### src/rtl/riscv_wb_pkg.sv
// Shared encodings for the memory/writeback stage: writeback source select,
// load funct3 values, stage FSM states and the default datapath width.
// Imported by load_align and mem_wb_stage.
package riscv_wb_pkg;

    localparam int XLEN_DEFAULT = 32;

    // Writeback result source (ex_wb_sel)
    localparam logic [1:0] WB_ALU  = 2'b00;
    localparam logic [1:0] WB_LOAD = 2'b01;
    localparam logic [1:0] WB_PC4  = 2'b10;
    localparam logic [1:0] WB_RSVD = 2'b11;

    // Load type (ex_funct3)
    localparam logic [2:0] F3_LB  = 3'b000;
    localparam logic [2:0] F3_LH  = 3'b001;
    localparam logic [2:0] F3_LW  = 3'b010;
    localparam logic [2:0] F3_LBU = 3'b100;
    localparam logic [2:0] F3_LHU = 3'b101;

    typedef enum logic [1:0] {
        IDLE    = 2'd0,
        WAIT_LD = 2'd1,
        COMMIT  = 2'd2
    } wb_state_t;

endpackage

### src/rtl/mem_wb_stage_load_align.sv
// load_align: extracts and extends a byte/halfword/word load from an aligned
// memory word, and flags misaligned or illegal load types. Purely combinational.
// Ports: funct3_i, addr_i (byte offset), word_i -> data_o, misaligned_o, illegal_o.
module load_align
    import riscv_wb_pkg::*;
#(
    parameter int XLEN = XLEN_DEFAULT
) (
    input  logic [2:0]      funct3_i,
    input  logic [1:0]      addr_i,
    input  logic [XLEN-1:0] word_i,
    output logic [XLEN-1:0] data_o,
    output logic            misaligned_o,
    output logic            illegal_o
);

    logic [7:0]  byte_v;
    logic [15:0] half_v;

    always_comb begin
        byte_v       = word_i[{addr_i, 3'b000} +: 8];
        half_v       = addr_i[1] ? word_i[16 +: 16] : word_i[0 +: 16];
        data_o       = '0;
        misaligned_o = 1'b0;
        illegal_o    = 1'b0;
        case (funct3_i)
            F3_LB:  data_o = {{(XLEN-8){byte_v[7]}}, byte_v};
            F3_LBU: data_o = {{(XLEN-8){1'b0}}, byte_v};
            F3_LH: begin
                data_o       = {{(XLEN-16){half_v[15]}}, half_v};
                misaligned_o = addr_i[0];
            end
            F3_LHU: begin
                data_o       = {{(XLEN-16){1'b0}}, half_v};
                misaligned_o = addr_i[0];
            end
            F3_LW: begin
                data_o       = word_i;
                misaligned_o = |addr_i;
            end
            default: illegal_o = 1'b1;
        endcase
    end

endmodule

### src/rtl/mem_wb_stage.sv
// mem_wb_stage: memory/writeback stage feeding the register-file write port.
// Ports: EX/MEM capture (ex_*), load response (dmem_rsp_*), register-file write
// (rg_wrt_*), error pulse (wb_err), bypass (fwd_*; live only with WB_FWD_EN defined).
module mem_wb_stage
    import riscv_wb_pkg::*;
#(
    parameter int XLEN   = XLEN_DEFAULT,
    parameter int REG_AW = 5
) (
    input  logic              clk,
    input  logic              reset,
    input  logic              flush,
    input  logic              ex_valid,
    output logic              ex_ready,
    input  logic              ex_reg_write,
    input  logic [REG_AW-1:0] ex_rd,
    input  logic [1:0]        ex_wb_sel,
    input  logic [2:0]        ex_funct3,
    input  logic [XLEN-1:0]   ex_alu_result,
    input  logic [XLEN-1:0]   ex_pc_plus4,
    input  logic              dmem_rsp_valid,
    input  logic [XLEN-1:0]   dmem_rsp_data,
    output logic              rg_wrt_en,
    output logic [REG_AW-1:0] rg_wrt_addr,
    output logic [XLEN-1:0]   rg_wrt_data,
    output logic              wb_err,
    output logic              fwd_valid,
    output logic [REG_AW-1:0] fwd_rd,
    output logic [XLEN-1:0]   fwd_data
);

    wb_state_t         state_q, state_d;
    logic              reg_write_q, reg_write_d;
    logic [REG_AW-1:0] rd_q, rd_d;
    logic [2:0]        funct3_q, funct3_d;
    logic [1:0]        addr_q, addr_d;
    logic [XLEN-1:0]   res_q, res_d;
    logic              err_q, err_d;
    // Last committed write, so the port holds steady while rg_wrt_en is low.
    logic [REG_AW-1:0] hold_addr_q;
    logic [XLEN-1:0]   hold_data_q;

    logic              accept;
    logic [XLEN-1:0]   ld_data;
    logic              ld_misaligned;
    logic              ld_illegal;

    load_align #(.XLEN(XLEN)) u_load_align (
        .funct3_i     (funct3_q),
        .addr_i       (addr_q),
        .word_i       (dmem_rsp_data),
        .data_o       (ld_data),
        .misaligned_o (ld_misaligned),
        .illegal_o    (ld_illegal)
    );

    // Not ready while reset is held so nothing is accepted into a clearing stage.
    assign ex_ready = reset && !flush && (state_q == IDLE || state_q == COMMIT);
    assign accept   = ex_valid && ex_ready;

    assign rg_wrt_en   = reset && (state_q == COMMIT) && reg_write_q &&
                         (rd_q != '0) && !err_q && !flush;
    assign rg_wrt_addr = rg_wrt_en ? rd_q  : hold_addr_q;
    assign rg_wrt_data = rg_wrt_en ? res_q : hold_data_q;
    // err_q is only ever set for a single cycle, which makes this a pulse.
    assign wb_err      = err_q;

`ifdef WB_FWD_EN
    assign fwd_valid = rg_wrt_en;
    assign fwd_rd    = rg_wrt_addr;
    assign fwd_data  = rg_wrt_data;
`else
    assign fwd_valid = 1'b0;
    assign fwd_rd    = '0;
    assign fwd_data  = '0;
`endif

    always_comb begin
        state_d     = state_q;
        reg_write_d = reg_write_q;
        rd_d        = rd_q;
        funct3_d    = funct3_q;
        addr_d      = addr_q;
        res_d       = res_q;
        err_d       = 1'b0;
        case (state_q)
            IDLE, COMMIT: begin
                state_d = IDLE;
                if (accept) begin
                    reg_write_d = ex_reg_write;
                    rd_d        = ex_rd;
                    funct3_d    = ex_funct3;
                    addr_d      = ex_alu_result[1:0];
                    case (ex_wb_sel)
                        WB_ALU: begin
                            res_d   = ex_alu_result;
                            state_d = COMMIT;
                        end
                        WB_PC4: begin
                            res_d   = ex_pc_plus4;
                            state_d = COMMIT;
                        end
                        WB_LOAD: state_d = WAIT_LD;
                        default: begin
                            reg_write_d = 1'b0;
                            err_d       = 1'b1;
                            state_d     = IDLE;
                        end
                    endcase
                end
            end
            WAIT_LD: begin
                if (dmem_rsp_valid) begin
                    res_d   = ld_data;
                    err_d   = ld_misaligned || ld_illegal;
                    state_d = COMMIT;
                end
            end
            default: state_d = IDLE;
        endcase
        // A flush discards whatever is in flight, including a same-cycle response.
        if (flush) begin
            state_d = IDLE;
            err_d   = 1'b0;
        end
    end

    always_ff @(posedge clk) begin
        if (!reset) begin
            state_q     <= IDLE;
            reg_write_q <= 1'b0;
            rd_q        <= '0;
            funct3_q    <= '0;
            addr_q      <= '0;
            res_q       <= '0;
            err_q       <= 1'b0;
            hold_addr_q <= '0;
            hold_data_q <= '0;
        end else begin
            state_q     <= state_d;
            reg_write_q <= reg_write_d;
            rd_q        <= rd_d;
            funct3_q    <= funct3_d;
            addr_q      <= addr_d;
            res_q       <= res_d;
            err_q       <= err_d;
            if (rg_wrt_en) begin
                hold_addr_q <= rd_q;
                hold_data_q <= res_q;
            end
        end
    end

endmodule
### config.mk
export PLATFORM = sky130hd
export DESIGN_NAME = mem_wb_stage
export DESIGN_NICKNAME = d
export VERILOG_FILES = /design/src/rtl/riscv_wb_pkg.sv /design/src/rtl/mem_wb_stage_load_align.sv /design/src/rtl/mem_wb_stage.sv
export SDC_FILE = /design/constraint.sdc
export NUM_CORES = 1
export LEC_CHECK = 0
export ABC_CLOCK_PERIOD_IN_PS = 6900
export BUFFER_PORTS_ARGS = -buffer_cell sky130_fd_sc_hd__buf_2
export CAP_MARGIN = 30
export CORE_MARGIN = 2
export CORE_UTILIZATION = 25
export DETAILED_ROUTE_END_ITERATION = 8
export REMOVE_ABC_BUFFERS = 1
export SETUP_SLACK_MARGIN = 0.4
export SLEW_MARGIN = 40
export SYNTH_ARGS = -nofsm -noshare
export SYNTH_HDL_FRONTEND = slang
export SYNTH_SLANG_ARGS = --single-unit
### constraint.sdc
create_clock -name clk -period 6.9 [get_ports clk]
set_clock_uncertainty 0.05 [all_clocks]
set_input_delay 1.725 -clock clk [delete_from_list [all_inputs] [get_ports clk]]
set_output_delay 1.725 -clock clk [all_outputs]
set_load 0.01 [all_outputs]
==> flow_summary_export.csv, run 1 <==
group,metric,value,unit
setup_path,crit_path_top_delay_cell,"buf_4",
setup_path,worst_ep_arrival_time,3550,ps
yosys,syn_area,4530,µm²
routing,vias_per_cell,4.45,
finish,mostFrequentLayoutCell,"buf_2",
cts,cts-root-buf,"clkbuf_16",
sta,rsz0062_at_grt,"no",
setup_path,startpoint_type,"input port",
routing,drtAntennaViolNets,0,
cts,clk_pin_slew,60,ps
sta,worstMarginPinSlew,727,ps
setup_path,cp-end-kind,"output port",
setup_path,reg2reg_setup_slack,4180,ps
power,leakage,2.55,nW
cts,clk_path_buf_depth,2,
sta,drv_slew,0,
die,io_pins,190,
yosys,synthCells,486,
cts,clock-sinks,83,
sta,finalHoldViolCount,0,
yosys,synthMuxAreaShare,19.7,%
power,ir_worst_vdd,110,µV
setup_path,worstSetupPathType,"in2out",
yosys,synth_xor_area_share,0,%
global_route,grt_overflow,0,
finish,drive_gt1_share,38.7,%
yosys,synthSimpleGateAreaFrac,15.0,%
yosys,ys_warn_count,0,
status,outcome,"complete, no violations",
routing,drc_errors,0,
yosys,postSynthAreaPerCell,9.32,µm²
cts,cts.htree.levels,3,
yosys,synth_top_family_by_area,"multiplexers",
cts,worstSkewPairLatency,340,ps
cts,cts_buffers,9,
sta,period_share,77.2,%
yosys,ys_seq_area_share,36.7,%
finish,layout_common_cells,"151 x buf_2, 83 x dfxtp_1, 51 x o21ai_0",
power,power,1.18,mW
die,dieArea,19200,µm²
sta,min_period,5320,ps
sta,timing.fmax,188,MHz
min_path,hp-class,"reg2reg",
finish,nets,727,
cts,post_cts_buffers,0,
routing,routed_wl,13.3,mm
place,place_congestion,0.792,
die,design.core.area,17800,µm²
die,initial_core_util,25.4,%
routing,routedWlPerCell,15.7,µm
yosys,synth_compound_area_share,18.0,%
global_route,antenna_found_initial,2,
setup_path,critical_path.cell_chain,"buf_2 > nor3b_4 > and4b_1 > o21ai_4 > buf_4 > mux2_2 > buf_2",
routing,drt_iter0_drc,93,
cts,cts-resized-gates,0,
global_route,grt_first_pass_wirelength,20.7,mm
setup_path,max_stage_delay,460,ps
setup_path,worst_ep_required_time,5120,ps
yosys,synth_cell_types,42,
sta,setup-violations-final,0,
cts,cts_tree,"yes",
yosys,synth_fa_ha_area_share,0,%
routing,drt_pre_antenna_iters,4,
die,rows,49,
run,drv_cap,0,
global_route,grt_pass1_vias,3702,
power,power_density,207,nW/µm²
global_route,grt_usage,13.9,%
die,dieHeight,139,µm
finish,synthToLayoutAreaGrowth,25.3,%
setup_path,critPathMaxFanout,22,
routing,via_count,3780,
sta,relSlewSlack,51.5,%
global_route,grt_max_degree,82,
setup_path,crit_top_cell,"buf_2",
place,io_buffers,151,
die,die_width,139,µm
sta,tns,0,ps
yosys,ys_ff_latch,83,
cts,postCtsHoldBufs,0,
place,dp_hpwl,10.0,mm
synth_stat cells, drive strengths merged:
library cell,n,area (µm²)
conb,1,3.75
a22o,1,8.76
a31oi,8,50.1
nand2,44,165
a21oi,9,45.0
nand3,17,85.1
nand2b,3,18.8
clkbuf,21,78.8
nand3b,1,7.51
and2b,1,7.51
inv,1,3.75
o32a,1,10.0
or3b,1,8.76
o22a,8,70.1
nor2b,4,25.0
o21bai,1,7.51
dfxtp,83,1660
o32ai,1,8.76
a21boi,11,82.6
or4,1,7.51
o21ai,53,269
buf,55,394
a211oi,1,7.51
and2,39,244
o221a,16,180
o31ai,1,7.51
and4b,1,10.0
a221oi,7,61.3
mux2i,33,330
nor3b,3,38.8
o22ai,1,6.26
or2,1,6.26
nor2,11,41.3
mux2,44,563
or3,2,12.5
flip-flops by register name, summed over array words and instances (netlist names):
| signal | cells |
|---|---|
| addr_q | 2 |
| funct3_q | 3 |
| hold_addr_q | 5 |
| hold_data_q | 32 |
| rd_q | 5 |
| reg_write_q | 1 |
| res_q | 32 |
| state_q | 2 |
| wb_err | 1 |
routing by layer:
layer | wire, µm | track usage, %
met3 | 655 | 3.80
met1 | 6090 | 17.6
met2 | 6300 | 22.8
met5 | 16 | 0
met4 | 276 | 4.94
cells by family (layout without fill, tap and decap cells):
logic type	after synthesis	count (layout)
AOI/OAI and AO/OA	119	119
muxes	77	77
buffers and inverters	77	174
and+or+nand+nor	129	129
other	1	39
DFF	83	83
report_power, final:
group | internal, mW | total (mW) | switching (mW)
Clock | 0.364 | 0.556 | 0.193
Sequential | 0.489 | 0.497 | 0.00782
Combinational | 0.0564 | 0.124 | 0.0673
Total | 0.909 | 1.18 | 0.268
worst paths after layout:
| kind | start | to | depth (start not counted) |
|---|---|---|---|
| worst max-delay path | reset | rg_wrt_data[10] | 7 |
| worst min register to register | rd_q[2] | rd_q[2] | 2 |
| worst max register to register | rd_q[1] | hold_data_q[10] | 5 |
| worst min-delay path | rd_q[2] | rd_q[2] | 2 |
stage by stage:
| step | std cells | area (µm²) | hold WS (ps) | setup WS, ps | utilization, % |
|---|---|---|---|---|---|
| after floorplan | 447 | 4190 | 387 | 1870 | - |
| after global placement | 832 | 5310 | 415 | 1570 | 29.8 |
| after detailed placement | 833 | 5320 | 423 | 1530 | 29.8 |
| after CTS | 849 | 5670 | 433 | 1520 | 31.8 |
| after global routing | 850 | 5670 | 454 | 1440 | 31.8 |
| final | 850 | 5670 | 429 | 1580 | 31.8 |
worst max-delay path, delay by kind of cell:
family	cells	cell delay [ps]
muxes	1	400
and+or+nand+nor	2	380
buffers and inverters	3	730
AOI/OAI and AO/OA	1	270
area by class of cell:
cell class                      count  area [µm²]
Fill cell                        1910       12200
Multi-Input combinational cell    363        2570
Sequential cell                    83        1660
Timing Repair Buffer              157         801
Tap cell                          229         287
Clock buffer                       12         246
Clock inverter                      4        97.6
Inverter                            1        3.75
Antenna cell                        1        2.50
No activity file was read; power rests on OpenSTA's default activity.
==> inputs of run 2 (changes only) <==
--- a/config.mk
+++ b/config.mk
@@ -5,7 +5,7 @@
 export SDC_FILE = /design/constraint.sdc
 export NUM_CORES = 1
 export LEC_CHECK = 0
-export ABC_CLOCK_PERIOD_IN_PS = 6900
+export ABC_CLOCK_PERIOD_IN_PS = 4600
 export BUFFER_PORTS_ARGS = -buffer_cell sky130_fd_sc_hd__buf_2
 export CAP_MARGIN = 30
 export CORE_MARGIN = 2
==> constraint.sdc (replaced) <==
create_clock -name clk -period 4.6 [get_ports clk]
set_clock_uncertainty 0.05 [all_clocks]
set_input_delay 1.15 -clock clk [delete_from_list [all_inputs] [get_ports clk]]
set_output_delay 1.15 -clock clk [all_outputs]
set_load 0.01 [all_outputs]
==> flow_summary_export.csv, run 2 (synthesis gave the netlist of run 1 again) <==
group,metric,value,unit
cts,cts.htree.levels,3,
place,place_inst,833,
routing,routedWlPerCell,15.7,µm
sta,worstMarginPinSlew,771,ps
sta,relSlewSlack,48.5,%
setup_path,worst_ep_arrival_time,2700,ps
power,leakage,2.57,nW
routing,vias_per_cell,4.41,
die,initial_core_util,25.4,%
finish,final_cells,850,
min_path,hold_depth,2,
sta,holdWs,428,ps
setup_path,reg2reg_from,"state_q[0]",
global_route,grt_usage,13.7,%
sta,timing.fmax,257,MHz
die,io_pins,190,
setup_path,worstSetupPathType,"in2out",
finish,mostFrequentLayoutCell,"buf_2",
finish,fin_util,32.0,%
sta,rsz0062_at_grt,"no",
die,rows,49,
finish,nets,727,
place,dp_worst_setup_slack,672,ps
setup_path,worst_ep_required_time,3400,ps
global_route,grt_pass1_vias,3651,
setup_path,r2r_cells,6,
routing,drt_iter0_drc,130,
place,dp_hpwl,9.97,mm
cts,clock-sinks,83,
routing,drtAntennaViolNets,0,
min_path,whs_endpoint,"reg_write_q",
routing,routed_wl,13.3,mm
place,io_buffers,151,
power,ir_worst_vdd,181,µV
power,power,1.78,mW
global_route,antenna_found_initial,0,
cts,cts_buffers,9,
setup_path,r2r-end,"res_q[22]",
die,die_width,139,µm
global_route,grt_first_pass_wirelength,20.3,mm
sta,setup-violations-final,0,
cts,cts-resized-gates,0,
cts,post_cts_buffers,0,
finish,layout_common_cells,"151 x buf_2, 83 x dfxtp_1, 51 x o21ai_0",
setup_path,reg2reg_setup_slack,2150,ps
finish,largestRegisters,"hold_data_q (32), res_q (32)",
status,outcome,"complete, no violations",
die,dieArea,19200,µm²
setup_path,startpoint_type,"input port",
cts,worstSkewPairLatency,350,ps
routing,drt_pre_antenna_iters,4,
finish,synthToLayoutAreaGrowth,26.1,%
sta,finalHoldViolCount,0,
routing,drc_errors,0,
place,place_congestion,0.755,
sta,min_period,3900,ps
setup_path,critPathMaxFanout,27,
min_path,hp-class,"reg2reg",
setup_path,cp-end-kind,"output port",
sta,tns,0,ps
die,design.core.area,17800,µm²
power,power_density,312,nW/µm²
cts,cts_tree,"yes",
global_route,grt_max_degree,82,
finish,final_cell_area,5710,µm²
min_path,hp-start,"reg_write_q",
cts,clk_path_buf_depth,2,
die,dieHeight,139,µm
cts,clk_pin_slew,60,ps
run,drv_cap,0,
sta,drv_slew,0,
routing,via_count,3749,
sta,finalWorstSetupSlack,703,ps
global_route,grt_overflow,0,
cts,postCtsHoldBufs,0,
finish,drive_gt1_share,39.0,%
place,dpl_cell_area,5350,µm²
cts,cts-root-buf,"clkbuf_16",
sta,period_share,84.7,%
run 2: changes by cell type in the layout (fill, tap and decap cells not counted):
| cell | delta |
|---|---|
| buf_12 | +1 |
| buf_16 | +1 |
| buf_4 | -2 |
| clkbuf_1 | -2 |
| clkinv_2 | +1 |
| inv_6 | +1 |
run 2: worst max-delay path, cell delays in order:
cell and delay, ps:
buf_2 130, nor3b_4 160, and4b_1 220, o21ai_4 200
buf_12 290, mux2_2 370, buf_2 140
run 2: final cells by class:
cell class | count | area, µm²
diodes | 1 | 2.50
clock buffers | 10 | 239
clock inverters | 6 | 111
fillers | 1886 | 12100
inverters | 1 | 3.75
multi-input cells | 363 | 2570
flip-flops and latches | 83 | 1660
well taps | 229 | 287
repair buffers | 157 | 833
run 2: report_power, final:
| group | switching (mW) | total (mW) | leakage (nW) | internal, mW |
|---|---|---|---|---|
| Sequential | 0.0121 | 0.745 | 0.672 | 0.733 |
| Combinational | 0.101 | 0.186 | 1.73 | 0.0849 |
| Clock | 0.305 | 0.851 | 0.169 | 0.546 |
run 2: layer usage:
metal	share of wire [%]	track usage (%)	wire (µm)
met2	48	22.9	6340
met1	46	17.4	6130
met5	0	0	0
met3	5.1	3.38	676
met4	1.4	4.24	186
run 2: how the worst max path moves through the flow:
stage | start | end | depth (start not counted)
final | reset | rg_wrt_data[31] | 7
after global routing | reset | rg_wrt_data[25] | 7
after CTS | reset | rg_wrt_data[31] | 7
after detailed placement | reset | rg_wrt_data[31] | 7
after global placement | reset | rg_wrt_data[31] | 7
after floorplan | flush | res_q[16] | 5
